$ cat src/rtl/vscpu_run_ctrl_pkg.sv
// Shared definitions for the SimpleCPU run controller.
//   - Default RAM address/data widths (ADDR_W = CPU SIZE).
//   - Run-state encoding used by the controller FSM and exposed on its
//     debug port.
//   - Small decode helper for the "CPU is being driven" states.
package vscpu_run_ctrl_pkg;

  localparam int ADDR_W_DEF = 14;
  localparam int DATA_W_DEF = 32;

  localparam int ST_W = 2;

  localparam logic [ST_W-1:0] ST_IDLE    = 2'd0;
  localparam logic [ST_W-1:0] ST_RST_CPU = 2'd1;
  localparam logic [ST_W-1:0] ST_RUN     = 2'd2;
  localparam logic [ST_W-1:0] ST_STOP    = 2'd3;

  // True in the states where a run is in progress (CPU being reset or executing).
  function automatic logic state_is_busy(input logic [ST_W-1:0] st);
    return (st == ST_RST_CPU) || (st == ST_RUN);
  endfunction

endpackage

$ cat src/rtl/vscpu_run_ctrl_if.sv
// Host load/dump port of the run controller.
//   master : host side (drives request, write enable, address, write data)
//   slave  : controller side (drives ready, read-valid, read data)
//
// Handshake: a request transfers in every cycle where host_req and
// host_ready are both high. host_ready is combinational from host_req and
// may stay low for many cycles; the host must hold host_req, host_we,
// host_addr and host_wdata stable until it sees host_ready. An accepted
// read returns host_rvalid=1 with host_rdata exactly one cycle later;
// there is no back-pressure on the read return.
interface vscpu_run_ctrl_if #(
  parameter int ADDR_W = 14,
  parameter int DATA_W = 32
) ();
  logic              host_req;
  logic              host_we;
  logic [ADDR_W-1:0] host_addr;
  logic [DATA_W-1:0] host_wdata;
  logic              host_ready;
  logic              host_rvalid;
  logic [DATA_W-1:0] host_rdata;

  modport master (
    output host_req, host_we, host_addr, host_wdata,
    input  host_ready, host_rvalid, host_rdata
  );

  modport slave (
    input  host_req, host_we, host_addr, host_wdata,
    output host_ready, host_rvalid, host_rdata
  );
endinterface

$ cat src/rtl/vscpu_run_ctrl_halt_det.sv
// Halt detector: flags a program that has parked itself in a self-loop.
// A SimpleCPU instruction takes at most 5 cycles, so an unchanged PC over
// HALT_WIN consecutive compares means the program is spinning on one
// instruction.
// Ports:
//   clk, rst  clock, synchronous active-high reset
//   clr       clears history (asserted the cycle before a run starts)
//   en        compare enable (high while the CPU is running)
//   pc        current CPU program counter
//   halt      combinational: this cycle completes HALT_WIN equal compares
module vscpu_run_ctrl_halt_det #(
  parameter int ADDR_W   = 14,
  parameter int HALT_WIN = 16
) (
  input  logic              clk,
  input  logic              rst,
  input  logic              clr,
  input  logic              en,
  input  logic [ADDR_W-1:0] pc,
  output logic              halt
);
  localparam int CNT_W = $clog2(HALT_WIN + 1);
  localparam logic [CNT_W-1:0] CNT_LAST = CNT_W'(HALT_WIN - 1);
  localparam logic [CNT_W-1:0] CNT_MAX  = CNT_W'(HALT_WIN);

  logic [ADDR_W-1:0] prev_pc;
  logic              prev_vld;  // first enabled cycle has nothing to compare against
  logic [CNT_W-1:0]  same_cnt;
  logic              same;

  assign same = prev_vld && (pc == prev_pc);
  assign halt = en && same && (same_cnt == CNT_LAST);

  always_ff @(posedge clk) begin
    if (rst || clr) begin
      prev_pc  <= '0;
      prev_vld <= 1'b0;
      same_cnt <= '0;
    end else if (en) begin
      prev_pc  <= pc;
      prev_vld <= 1'b1;
      if (!same) begin
        same_cnt <= '0;
      end else if (same_cnt != CNT_MAX) begin
        same_cnt <= same_cnt + 1'b1;
      end
    end
  end
endmodule

$ cat src/rtl/vscpu_run_ctrl.sv
// Run controller and RAM-port owner for the SimpleCPU core.
// Muxes the single RAM port between the host load/dump interface and the
// CPU, sequences cpu_rst to start/stop execution, ends a run on halt
// (self-loop), cycle-budget timeout or abort, and reports cycle count and
// final PC.
// Ports:
//   clk, rst            clock, synchronous active-high reset
//   host                host RAM access port (slave side)
//   start, abort        run control pulses
//   busy                high while the CPU is being reset or running
//   done, timeout       sticky run-end flags, cleared by start
//   cycles              RUN cycles in current/last run
//   final_pc            CPU PC captured at run end
//   cpu_rst             reset to the CPU core
//   cpu_wrEn/addr/wdata CPU RAM request, cpu_pc CPU program counter
//   cpu_rdata           RAM read data to the CPU
//   ram_we/addr/wdata   RAM port (sync read, ram_rdata one cycle later)
//   dbg_state           current run state
module vscpu_run_ctrl
  import vscpu_run_ctrl_pkg::*;
#(
  parameter int ADDR_W     = ADDR_W_DEF,
  parameter int DATA_W     = DATA_W_DEF,
  parameter int HALT_WIN   = 16,
  parameter int MAX_CYCLES = 1000000
) (
  input  logic              clk,
  input  logic              rst,
  vscpu_run_ctrl_if.slave   host,
  input  logic              start,
  input  logic              abort,
  output logic              busy,
  output logic              done,
  output logic              timeout,
  output logic [31:0]       cycles,
  output logic [ADDR_W-1:0] final_pc,
  output logic              cpu_rst,
  input  logic              cpu_wrEn,
  input  logic [ADDR_W-1:0] cpu_addr,
  input  logic [DATA_W-1:0] cpu_wdata,
  input  logic [ADDR_W-1:0] cpu_pc,
  output logic [DATA_W-1:0] cpu_rdata,
  output logic              ram_we,
  output logic [ADDR_W-1:0] ram_addr,
  output logic [DATA_W-1:0] ram_wdata,
  input  logic [DATA_W-1:0] ram_rdata,
  output logic [ST_W-1:0]   dbg_state
);
  localparam logic [31:0] MAX_C = 32'(MAX_CYCLES);

  logic [ST_W-1:0] state;
  logic            host_acc;
  logic            rd_pend;
  logic [31:0]     cyc_next;
  logic            hit_max;
  logic            halt;

  // start has priority over a host request arriving in the same cycle.
  assign host_acc         = host.host_req && (state == ST_IDLE) && !start;
  assign host.host_ready  = host_acc;
  assign host.host_rvalid = rd_pend;
  // RAM read latency is one cycle, so the data lines up with rd_pend.
  assign host.host_rdata  = rd_pend ? ram_rdata : '0;

  assign busy      = state_is_busy(state);
  assign cpu_rst   = (state != ST_RUN);
  assign cpu_rdata = ram_rdata;
  assign dbg_state = state;

  assign cyc_next = cycles + 32'd1;
  assign hit_max  = (cyc_next == MAX_C);

  vscpu_run_ctrl_halt_det #(
    .ADDR_W   (ADDR_W),
    .HALT_WIN (HALT_WIN)
  ) u_halt_det (
    .clk  (clk),
    .rst  (rst),
    .clr  (state == ST_RST_CPU),
    .en   (state == ST_RUN),
    .pc   (cpu_pc),
    .halt (halt)
  );

  // RAM port: CPU owns it while running; otherwise only an accepted host
  // request reaches it, and an idle port is parked at zero.
  always_comb begin
    ram_we    = 1'b0;
    ram_addr  = '0;
    ram_wdata = '0;
    if (state == ST_RUN) begin
      ram_we    = cpu_wrEn;
      ram_addr  = cpu_addr;
      ram_wdata = cpu_wdata;
    end else if (host_acc) begin
      ram_we    = host.host_we;
      ram_addr  = host.host_addr;
      ram_wdata = host.host_wdata;
    end
  end

  always_ff @(posedge clk) begin
    if (rst) begin
      state    <= ST_IDLE;
      done     <= 1'b0;
      timeout  <= 1'b0;
      cycles   <= '0;
      final_pc <= '0;
      rd_pend  <= 1'b0;
    end else begin
      rd_pend <= host_acc && !host.host_we;
      case (state)
        ST_IDLE: begin
          if (start) begin
            state   <= ST_RST_CPU;
            done    <= 1'b0;
            timeout <= 1'b0;
            cycles  <= '0;
          end
        end
        ST_RST_CPU: begin
          state <= ST_RUN;
        end
        ST_RUN: begin
          cycles <= cyc_next;
          // abort > timeout > halt when they coincide
          if (abort) begin
            state <= ST_STOP;
          end else if (hit_max) begin
            timeout <= 1'b1;
            state   <= ST_STOP;
          end else if (halt) begin
            state <= ST_STOP;
          end
        end
        ST_STOP: begin
          final_pc <= cpu_pc;
          done     <= 1'b1;
          state    <= ST_IDLE;
        end
        default: state <= ST_IDLE;
      endcase
    end
  end
endmodule

$ cat src/flat_wrapper.sv
// flat-port wrapper written by rule: the top's interface ports become plain ports
module vscpu_run_ctrl_flat import vscpu_run_ctrl_pkg::*;
#(
  parameter int ADDR_W     = ADDR_W_DEF,
  parameter int DATA_W     = DATA_W_DEF,
  parameter int HALT_WIN   = 16,
  parameter int MAX_CYCLES = 1000000
)
  (clk, rst, start, abort, busy, done, timeout, cycles, final_pc, cpu_rst, cpu_wrEn, cpu_addr, cpu_wdata, cpu_pc, cpu_rdata, ram_we, ram_addr, ram_wdata, ram_rdata, dbg_state, host_host_req, host_host_we, host_host_addr, host_host_wdata, host_host_ready, host_host_rvalid, host_host_rdata);
  vscpu_run_ctrl_if #(.ADDR_W(ADDR_W), .DATA_W(DATA_W)) host_i ();
  input  logic clk;
  input  logic rst;
  input  logic start;
  input  logic abort;
  output logic busy;
  output logic done;
  output logic timeout;
  output logic [31:0] cycles;
  output logic [ADDR_W-1:0] final_pc;
  output logic cpu_rst;
  input  logic cpu_wrEn;
  input  logic [ADDR_W-1:0] cpu_addr;
  input  logic [DATA_W-1:0] cpu_wdata;
  input  logic [ADDR_W-1:0] cpu_pc;
  output logic [DATA_W-1:0] cpu_rdata;
  output logic ram_we;
  output logic [ADDR_W-1:0] ram_addr;
  output logic [DATA_W-1:0] ram_wdata;
  input  logic [DATA_W-1:0] ram_rdata;
  output logic [ST_W-1:0] dbg_state;
  input wire logic [$bits(host_i.host_req)-1:0] host_host_req;
  input wire logic [$bits(host_i.host_we)-1:0] host_host_we;
  input wire logic [$bits(host_i.host_addr)-1:0] host_host_addr;
  input wire logic [$bits(host_i.host_wdata)-1:0] host_host_wdata;
  output wire logic [$bits(host_i.host_ready)-1:0] host_host_ready;
  output wire logic [$bits(host_i.host_rvalid)-1:0] host_host_rvalid;
  output wire logic [$bits(host_i.host_rdata)-1:0] host_host_rdata;
  assign host_i.host_req = host_host_req;
  assign host_i.host_we = host_host_we;
  assign host_i.host_addr = host_host_addr;
  assign host_i.host_wdata = host_host_wdata;
  assign host_host_ready = host_i.host_ready;
  assign host_host_rvalid = host_i.host_rvalid;
  assign host_host_rdata = host_i.host_rdata;
  vscpu_run_ctrl #(.ADDR_W(ADDR_W), .DATA_W(DATA_W), .HALT_WIN(HALT_WIN), .MAX_CYCLES(MAX_CYCLES)) u_core (.clk(clk), .rst(rst), .host(host_i), .start(start), .abort(abort), .busy(busy), .done(done), .timeout(timeout), .cycles(cycles), .final_pc(final_pc), .cpu_rst(cpu_rst), .cpu_wrEn(cpu_wrEn), .cpu_addr(cpu_addr), .cpu_wdata(cpu_wdata), .cpu_pc(cpu_pc), .cpu_rdata(cpu_rdata), .ram_we(ram_we), .ram_addr(ram_addr), .ram_wdata(ram_wdata), .ram_rdata(ram_rdata), .dbg_state(dbg_state));
endmodule
$ cat config.mk
export PLATFORM = sky130hd
export DESIGN_NAME = vscpu_run_ctrl_flat
export DESIGN_NICKNAME = d
export VERILOG_FILES = /design/src/rtl/vscpu_run_ctrl_pkg.sv /design/src/rtl/vscpu_run_ctrl_if.sv /design/src/rtl/vscpu_run_ctrl_halt_det.sv /design/src/rtl/vscpu_run_ctrl.sv /design/src/flat_wrapper.sv
export SDC_FILE = /design/constraint.sdc
export NUM_CORES = 1
export LEC_CHECK = 0
export ABC_AREA = 1
export ABC_CLOCK_PERIOD_IN_PS = 2000
export BUFFER_PORTS_ARGS = -buffer_cell sky130_fd_sc_hd__buf_2
export CAP_MARGIN = 20
export CORE_AREA = 2 2 121 123
export DETAILED_ROUTE_END_ITERATION = 8
export DIE_AREA = 0 0 123 125
export PLACE_DENSITY = 0.7
export SYNTH_ARGS = -nofsm -noshare
export SYNTH_HDL_FRONTEND = slang
export SYNTH_SLANG_ARGS = --single-unit
$ cat constraint.sdc
create_clock -name clk -period 2 [get_ports clk]
set_input_delay 0.1 -clock clk [delete_from_list [all_inputs] [get_ports clk]]
set_output_delay 0.1 -clock clk [all_outputs]
set_load 0.005 [all_outputs]
* After elaboration in Yosys (flattened, before gate mapping)
Index checks and enable logic that the tools add are counted.
** Cells by class
- Muxes and demuxes :: 21
- Equal/unequal tests :: 13
- Reductions and logical operators :: 18
- Add/sub/neg operators :: 2
** Operators by type and width (count)
- 32-bit two-way mux :: 4
- 32-bit one-hot mux with 2 select lines :: 1
- 32-bit by 1-bit adder with 32-bit output (second input constant) :: 1
- 32-bit by 20-bit equality test with 1-bit output (second input constant) :: 1
- 14-bit two-way mux :: 2
- 14-bit equality test :: 1
- 5-bit two-way mux :: 2
- 2-bit two-way mux :: 4
- 2-bit one-hot mux with 4 select lines :: 1
- 2-bit AND reduction :: 4
- 1-bit logical AND :: 6
- 2-bit != test (second input constant) :: 3
- 5-bit by 1-bit adder with 5-bit output (second input constant) :: 1
- 5-bit by 4-bit equality test with 1-bit output (second input constant) :: 1
- 1-bit two-way mux :: 5
- 5-bit != test (second input constant) :: 1
- 2-bit equality test (second input constant) :: 2
- 2-bit by 1-bit != test with 1-bit output (second input constant) :: 2
- 4-bit by 2-bit != test with 1-bit output (second input constant) :: 1
- 1-bit one-hot mux with 2 select lines :: 2
- 4-bit AND reduction :: 1
- 2-bit nonzero test :: 2
- 2-bit by 1-bit equality test with 1-bit output (second input constant) :: 1
- 1-bit logical NOT :: 2
- other kinds (2) :: 3
** Word-level totals
- Input port bits :: 145
- Output and inout port bits :: 165
- Word-level logic and storage cells :: 63
- Flip-flop bits (word level) :: 71

* Depth between registers and ports, before layout
Gate-level depths: netlist of run 1.
- Depth after elaboration :: 8
- Gate-level depth with buffers :: 16
- Mapped depth without buffers :: 16

* Hierarchy
From an unflattened synthesis of run 1, not the netlist that was laid out.
** Unflattened totals
- Cells, all modules :: 910
- Area total of the unflattened synthesis :: 5285.1 µm²
** Modules (own cells, without submodules)
- vscpu_run_ctrl :: times used 1, sequential area each 1021.0 µm², area each 4157.7 µm², cells an instance 733
- vscpu_run_ctrl_halt_det :: times used 1, sequential area each 400.4 µm², area each 1127.3 µm², cells an instance 177

* Least setup slack after synthesis of run 1
No wires, ideal clock.
- Kind :: flip-flop to flip-flop
- Start :: reg u_core.cycles[0]
- End :: reg u_core.state[1] (netlist: u_core.dbg_state[1])
- Path slack :: 83 ps
- Setup time :: 115 ps
- Path buffers :: 0
- Stages on the path, launching flop included :: 17
- Arrival :: 1802 ps
- Data required time :: 1885 ps
- Clock period less this slack :: 1917 ps
- Cells stage by stage :: dfxtp_1 ha_1 nand2_2 nor2_4 nand2_4 nor2_4 nand2_1 nand2_1 nand2_1 nor2_1 nand2_1 nor2_2 nand3_2 nand3_2 nand3_1 nand2_1 nor2_1
** On the way
- Word-level cells in the longest chain between the ends :: 5
** Ends and longest elaborated chain
- from (decl) :: RTL line vscpu_run_ctrl.sv:35 : output logic [31:0] cycles,
- from (signal assigned) :: RTL line vscpu_run_ctrl.sv:125 : cycles <= cyc_next;
- 32-bit by 1-bit adder with 32-bit output (*) :: RTL line vscpu_run_ctrl.sv:70 : assign cyc_next = cycles + 32'd1;
- 32-bit by 20-bit equality test with 1-bit output (*) :: RTL line vscpu_run_ctrl.sv:71 : assign hit_max = (cyc_next == MAX_C);
- 2-bit two-way mux :: RTL line vscpu_run_ctrl.sv:129 : end else if (hit_max) begin
- 2-bit two-way mux :: RTL line vscpu_run_ctrl.sv:127 : if (abort) begin
- 2-bit one-hot mux with 4 select lines :: RTL line vscpu_run_ctrl.sv:112 : case (state)
- to (signal assigned) :: RTL line vscpu_run_ctrl.sv:115 : state <= ST_RST_CPU;
- to (signal assigned) :: RTL line vscpu_run_ctrl.sv:128 : state <= ST_STOP;
- to (signal assigned) :: RTL line vscpu_run_ctrl.sv:131 : state <= ST_STOP;
- to (decl) :: RTL line vscpu_run_ctrl.sv:51 : logic [ST_W-1:0] state;
Mark *: on every way between the ends. The rest lies on a longest branch, timed or not.
A chain may end at the register's enable or synchronous reset.

* Worst setup path after layout of run 1
- Start :: reg u_core.cycles[1]
- End :: reg u_core.state[1] (netlist: u_core.dbg_state[1])
The elaborated chain is that of the path after synthesis.

==> flow_metrics.env, run 1 <==
export IMPL_ys_ff_latch=71
export IMPL_fmax_mhz=512
export IMPL_crit_path_frequent_cell="nand2_1"
export IMPL_ant_nets=0
export IMPL_finalMaxSlewViolations=0
export IMPL_core_area_um2=14200
export IMPL_synth_avg_cell_area_um2=5.83
export IMPL_cts_buffers=9
export IMPL_synth_edf_count=0
export IMPL_nFillCells=1479
export IMPL_yosys_area_share_simple_pct=39.0
export IMPL_synth_mux_area_share_pct=0
export IMPL_pre_cts_slack_ns=-0.0829
export IMPL_cp_start_kind="flip-flop"
export IMPL_register_area_um2=1450
export IMPL_port_buffers=309
export IMPL_cpMaxStageDelayCell="dfxtp_4"
export IMPL_cp_end_kind="flip-flop"
export IMPL_placed_cells=1355
export IMPL_wirelength_um=18700
export IMPL_fin_util_pct=52.7
export IMPL_vias=6501
export IMPL_period_share_pct=97.7
export IMPL_irDropWorstVdd_mv=0.517
export IMPL_rsz0062_at_grt="true"
export IMPL_synth_compound_area_share_pct=15.6
export IMPL_dpl_hpwl_um=14700
export IMPL_antenna_found_initial=1
export IMPL_hold_viol_final=0
export IMPL_root_buffer="clkbuf_16"
export IMPL_setup_slack_ns=0.0460
export IMPL_cp_required_ns=2.23
export IMPL_yosysTopAreaCellShare_pct=27.5
export IMPL_syn_inst=888
export IMPL_synth_most_common_cell="nand2_1"
export IMPL_yosysWarnings=0
export IMPL_async_reset_ff_share_pct=0
export IMPL_first_iter_violations=386
export IMPL_insertion_delay_ns=0.34
export IMPL_stdcell_count=1378
export IMPL_cts_sinks=71
export IMPL_fp_dieArea_um2=15400
export IMPL_cts_max_level=3
export IMPL_slew_headroom_pct=59.6
export IMPL_synthTopCellsByCount="345 x nand2_1, 98 x inv_1, 84 x o21ai_0, 71 x dfxtp_1, 67 x nor2_1"
export IMPL_drive_gt1_share_pct=37.9
export IMPL_grt_max_degree=75
export IMPL_num_rows=44
export IMPL_status="finished clean"
export IMPL_whs_ns=0.0352
export IMPL_initial_utilization_pct=36.4
export IMPL_multi_input_area_um2=3150
export IMPL_fin_skew_ns=0.00943
export IMPL_drtPass1Iterations=5
export IMPL_p_leak_uw=0.00411
export IMPL_critPathKind="flip-flop to flip-flop"
export IMPL_wl_per_cell_um=13.6
export IMPL_grt_pass1_wl_um=28400
export IMPL_die_y_um=125
export IMPL_die_w_um=123
export IMPL_nets=1343
export IMPL_synth_nets=1042
export IMPL_synth_xor_area_share_pct=1.19
export IMPL_cp_arrival_ns=2.19
export IMPL_yosys_area_top_type="dfxtp_1"
export IMPL_ys_flop_type="dfxtp_1"
export IMPL_path_cells="ha_4 > nand2_2 > nor2_4 > nand2_4 > nor2_4 > nand2_1 > nand2_1 > nand2_1 > nor2_1 > nand2_1 > nor2_2 > nand3_2 > nand3_2 > nand3_2 > nand2_1 > nor2_1"
export IMPL_clk_pin_slew_worst_paths_ns=0.06
export IMPL_crit_fanout=5
export IMPL_power_density_nw_per_um2=780
export IMPL_clock_path_buffers=2
export IMPL_grt_use_total_pct=23.1
export IMPL_drt_drc_violations_left=0
export IMPL_synth_top_family_by_area="simple AND/OR/NAND/NOR gates"
export IMPL_cts_tree="yes"
export IMPL_synth_fa_ha_area_share_pct=2.18
export IMPL_gp_congestion=0.882
export IMPL_syn_to_final_growth_pct=44.7
export IMPL_grt_pass1_vias=5770
export IMPL_synth_distinct_cells=28
export IMPL_drv_cap=0
export IMPL_setup_viol=0
export IMPL_hold_class="primary input to flip-flop"
export IMPL_final_setup_tns_ns=0
export IMPL_io_pins=310
export IMPL_syn_area_um2=5170
export IMPL_netlist_top_cells_area="dfxtp_1 27%, nand2_1 25%, o21ai_0 8.1%, inv_1 7.1%, a21oi_1 6.2%"
export IMPL_finalWorstPathRequiredPeriod_ns=1.95
export IMPL_worst_pin_slew_ns=0.606
export IMPL_vias_per_cell=4.72
export IMPL_slowest_delay_ns=0.37
export IMPL_grt_ovfl_total=0
export IMPL_diodes=0
export IMPL_yosysSeqAreaShare_pct=27.5
[metrics by stage]
stage,cell area (µm²),power (µW)
floorplan,5170,3070
global placement,6950,4170
detailed placement,6950,4190
CTS,7290,5790
global route,7490,6250
finish,7490,5840
[routing by layer]
layer / global-route usage [%] / up-vias / wire [µm]
met3: 3.97 / 27 / 1020
met1: 29.7 / 2897 / 8090
met5: 0 / - / 0
li1: - / 3344 / -
met2: 39.0 / 233 / 9250
met4: 7.62 / 0 / 336
[state kept, by name (all words and copies together) (netlist names)]
signal and flops:
u_core.dbg_state 2, u_core.host.host_rvalid 1, u_core.u_halt_det.prev_pc 14, u_core.timeout 1, u_core.cycles 32, u_core.final_pc 14
u_core.u_halt_det.same_cnt 5, u_core.done 1, u_core.u_halt_det.prev_vld 1
[layout by cell type, fill, tap and decap left out, drive strengths merged, types with 2 or more instances in the layout]
cell type and instances:
clkinv 5, o21ai 86, nand2 351, o211ai 2
inv 103, nor2 80, o21bai 2, nand4 5
nand3b 14, clkbuf 10, a21oi 64, nand3 20
ha 9, nor3 5, buf 356, xnor2 7
dfxtp 71
[cell type report]
type / count / share of cell area, %
multi-input cells: 648 / 42.1
inverters: 101 / 5.16
clock inverters: 7 / 0.769
repair buffers: 358 / 26.6
flip-flops and latches: 71 / 19.3
clock buffers: 9 / 3.01
well taps: 184 / 3.07
[logic make-up (layout without fill, tap and decap cells)]
family / count (synthesis) / after routing
buffers and inverters: 169 / 475
AND/OR/NAND/NOR: 475 / 475
AO/OA/AOI/OAI: 157 / 157
flip-flops: 71 / 71
XOR/XNOR: 7 / 7
adder cells (fa/ha/maj): 9 / 9
[report_power, final]
group          switching, µW  internal [µW]
registers                132           1630
logic                   1520           1020
clock network            676            854
[critical path: cells and delay by family, from the launching register on]
kind | cells | cell delay (ns)
adders and majority gates | 1 | 0.14
and+or+nand+nor | 15 | 1.34
DFF | 1 | 0.37
[worst paths after layout]
path	start	end	slack [ns]	cells past startpoint
max	u_core.cycles[1]	u_core.dbg_state[1]	0.05	16
min	rst	u_core.host.host_rvalid	0.04	2
max reg2reg	u_core.cycles[1]	u_core.dbg_state[1]	0.05	16
min reg2reg	u_core.timeout	u_core.timeout	0.47	2
[repair_timing]
action / CTS / global route
gates cloned: 0 / 1
buffers inserted: 1 / 4
hold endpoints to repair: 1 / 0
endpoints found under the setup margin: 37 / 34
pin swaps: 2 / 19
hold buffers: 1 / 0
resized for setup: 21 / 53
No activity file was read; power rests on OpenSTA's default activity.
==> run 2: changes to the inputs <==
--- a/config.mk
+++ b/config.mk
@@ -9,10 +9,11 @@
 export ABC_CLOCK_PERIOD_IN_PS = 2000
 export BUFFER_PORTS_ARGS = -buffer_cell sky130_fd_sc_hd__buf_2
 export CAP_MARGIN = 20
-export CORE_AREA = 2 2 121 123
+export CORE_AREA = 2 2 122 124
 export DETAILED_ROUTE_END_ITERATION = 8
-export DIE_AREA = 0 0 123 125
+export DIE_AREA = 0 0 124 126
 export PLACE_DENSITY = 0.7
 export SYNTH_ARGS = -nofsm -noshare
 export SYNTH_HDL_FRONTEND = slang
+export SYNTH_HIERARCHICAL = 1
 export SYNTH_SLANG_ARGS = --single-unit
==> run 2 against run 1 <==
  * The flow now finishes with violations (setup timing)
  * Clock-buffer cell count unchanged
  * Sequential share of layout area down 0.63 points
  * Fmax is 4.4% lower
  * Die area is 1.6% higher
  * Critical endpoint is now u_core/dbg_state[1]
  * Largest power group is now the clock network
  * Highest routed layer unchanged
==> flow_metrics.env, run 2 <==
export IMPL_ys_ff_latch=71
export IMPL_die_w_um=124
export IMPL_highest_layer="met4"
export IMPL_synth_avg_cell_area_um2=5.81
export IMPL_crit_fanout=6
export IMPL_reg2regPathDepth=16
export IMPL_critPathKind="flip-flop to flip-flop"
export IMPL_hold_viol_final=0
export IMPL_grt_pass1_vias=5876
export IMPL_irDropWorstVdd_mv=0.502
export IMPL_drtPass1Iterations=5
export IMPL_wirelength_um=18700
export IMPL_largest_register="u_core/cycles"
export IMPL_vias=6624
export IMPL_root_buffer="clkbuf_16"
export IMPL_rsz0062_at_grt="true"
export IMPL_p_clk_share_pct=39.1
export IMPL_p_leak_uw=0.00434
export IMPL_async_reset_ff_share_pct=0
export IMPL_finalMaxSlewViolations=0
export IMPL_violations="setup timing"
export IMPL_cp_start_kind="flip-flop"
export IMPL_initial_utilization_pct=36.9
export IMPL_fin_skew_ns=0.0108
export IMPL_drt_drc_violations_left=0
export IMPL_synth_nets=1064
export IMPL_dpl_hpwl_um=14400
export IMPL_worst_pin_slew_ns=0.460
export IMPL_ant_nets=0
export IMPL_port_buffers=309
export IMPL_fp_dieArea_um2=15600
export IMPL_comb_power_share_pct=27.5
export IMPL_drive_gt1_share_pct=38.9
export IMPL_grt_pass1_wl_um=28700
export IMPL_power_frac_seq_pct=33.3
export IMPL_grt_use_total_pct=22.9
export IMPL_wl_per_cell_um=13.2
export IMPL_clk_pin_slew_worst_paths_ns=0.06
export IMPL_insertion_delay_ns=0.34
export IMPL_r2r_setup_slack_ns=-0.04
export IMPL_path_buf_inv=2
export IMPL_die_y_um=126
export IMPL_critPathCapture="u_core/dbg_state[1]"
export IMPL_synth_most_common_cell="nand2_1"
export IMPL_cts_max_level=3
export IMPL_met3_length_um=1230
export IMPL_stdcell_count=1417
export IMPL_netlist_top_cells_area="dfxtp_1 27%, nand2_1 24%, inv_1 7.2%, o21ai_0 7.2%, nor2_1 6.5%"
export IMPL_cts_sinks=71
export IMPL_route_met2_wl_um=9270
export IMPL_antenna_found_initial=0
export IMPL_slew_headroom_pct=69.3
export IMPL_layout_common_cells="331 x nand2_1, 309 x buf_2, 100 x inv_1"
export IMPL_diodes=0
export IMPL_reg2reg_from="u_core/cycles[0]"
export IMPL_period_share_pct=102
export IMPL_cp_num_cells=16
export IMPL_swShare_pct=31.8
export IMPL_p_int_uw=3110
export IMPL_syn_to_final_growth_pct=46.9
export IMPL_reg_top3="u_core/cycles (32), u_core/final_pc (14), u_core/u_halt_det/prev_pc (14)"
export IMPL_power_density_nw_per_um2=587
export IMPL_syn_area_um2=5290
export IMPL_yosys_area_top_type="dfxtp_1"
export IMPL_synth_distinct_cells=33
export IMPL_yosysSeqAreaShare_pct=26.9
export IMPL_core_area_um2=14300
export IMPL_largest_reg_flops=32
export IMPL_placed_cells=1387
export IMPL_syn_inst=910
export IMPL_final_setup_tns_ns=-0.0797
export IMPL_cp_end_kind="flip-flop"
export IMPL_gp_congestion=0.912
export IMPL_path_cells="buf_4 > inv_2 > nor2_8 > nand2_4 > nor2_4 > nand2_2 > nand2_2 > nand2_1 > nor2_1 > nand2_1 > nor2_2 > nand3_2 > nand2_2 > nand2_2 > nand2_2 > a21oi_2"
export IMPL_num_rows=44
export IMPL_whs_ns=0.0178
export IMPL_clock_path_buffers=2
export IMPL_io_pins=310
export IMPL_mostFrequentLayoutCell="nand2_1"
export IMPL_min_from="cpu_pc[8]"
export IMPL_ys_flop_type="dfxtp_1"
export IMPL_synth_edf_count=0
export IMPL_cts_tree="yes"
export IMPL_cp_required_ns=2.21
export IMPL_status="finished with violations"
export IMPL_crit_path_frequent_cell="nand2_2"
export IMPL_first_iter_violations=452
export IMPL_nets=1382
export IMPL_fmax_mhz=489
export IMPL_finalWorstPathRequiredPeriod_ns=2.04
export IMPL_net_switching_power_uw=1450
export IMPL_grt_ovfl_total=0
export IMPL_grt_max_degree=56
export IMPL_timing_rr_end="u_core/dbg_state[1]"
export IMPL_yosysWarnings=6
export IMPL_timing_critical_path_from="u_core/cycles[0]"
export IMPL_wirelength_met1_um=7900
export IMPL_slowest_delay_ns=0.36
export IMPL_cts_buffers=9
export IMPL_setup_slack_ns=-0.0448
export IMPL_cpMaxStageDelayCell="dfxtp_4"
export IMPL_vias_per_cell=4.67
export IMPL_setup_viol=2
export IMPL_fin_util_pct=54.2
export IMPL_cp_arrival_ns=2.26
export IMPL_yosysTopAreaCellShare_pct=26.9
export IMPL_hold_class="primary input to flip-flop"
export IMPL_synthTopCellsByCount="343 x nand2_1, 102 x inv_1, 92 x nor2_1, 76 x o21ai_0, 71 x dfxtp_1"
export IMPL_drv_cap=0
export IMPL_cp_top_family="simple AND/OR/NAND/NOR gates"
run 2: changes by cell type after synthesis, moves of 4 or more:
cell	previous run	this run
nand2_2	3	11
inv_1	98	102
xor2_1	0	6
nand3b_1	14	10
nand3_1	17	26
a21oi_1	64	51
o21ai_0	84	76
nor2_1	67	92
xnor2_1	7	3
run 2: power by group through the flow:
stage	sequential (µW)	combinational, µW	clock, µW
after floorplan	1550	626	0
after global placement	1550	1190	0
after detailed placement	1550	1200	0
after CTS	1520	1210	1820
after global routing	1530	1400	1880
final	1520	1250	1780
run 2: timing repair:
action / CTS / global route
endpoints found under the hold margin: 1 / 0
hold buffers: 1 / 0
setup endpoints to repair: 7 / 50
gates resized for setup: 20 / 64
setup buffers: 3 / 9
cloned: 0 / 1
pin swaps: 10 / 23
run 2: how the worst min path moves through the flow:
stage | to | cells past startpoint
after floorplan | u_core/host.host_rvalid | 1
after global placement | u_core/host.host_rvalid | 2
after detailed placement | u_core/host.host_rvalid | 2
after CTS | u_core/final_pc[8] | 3
after global routing | u_core/u_halt_det/prev_pc[0] | 3
final | u_core/final_pc[8] | 3
run 2: layer usage:
layer  up-vias  track usage [%]
met5         -                0
met4         0             6.48
met3        21             2.63
met2       295             40.3
met1      2901             29.1
li1       3407                -
run 2: worst register-to-register path, cell delays in order (launching register included):
cell and delay [ns]:
dfxtp_4 0.36, buf_4 0.11, inv_2 0.05, nor2_8 0.20
nand2_4 0.08, nor2_4 0.19, nand2_2 0.09, nand2_2 0.07
nand2_1 0.05, nor2_1 0.08, nand2_1 0.07, nor2_2 0.17
nand3_2 0.11, nand2_2 0.10, nand2_2 0.07, nand2_2 0.06
a21oi_2 0.05
run 2: per-stage QoR:
stage / area, µm² / setup slack, ns / total power [µW]
global placement: 7130 / -0.0197 / 2730
global route: 7760 / -0.152 / 4810
finish: 7760 / -0.0448 / 4560
floorplan: 5290 / 0.00522 / 2180
detailed placement: 7130 / -0.0899 / 2740
CTS: 7550 / -0.0104 / 4540
run 2: layout make-up:
| cell class | instances | area, µm² |
|---|---|---|
| fill | 1445 | 6550 |
| multi-input combinational | 667 | 3240 |
| timing repair buffer | 375 | 2120 |
| sequential | 71 | 1450 |
| inverter | 104 | 394 |
| tap | 184 | 230 |
| clock buffer | 9 | 225 |
| clock inverter | 7 | 104 |
run 2: logic make-up (layout without fill, tap and decap cells):
logic type	after synthesis	after routing	synth area share (%)
adder cells (fa/ha/maj)	9	9	2.13
buffers and inverters	172	495	14.6
flip-flops	71	71	26.9
AO/OA/AOI/OAI	135	135	13.2
XOR/XNOR	9	9	1.49
AND/OR/NAND/NOR	514	514	41.7
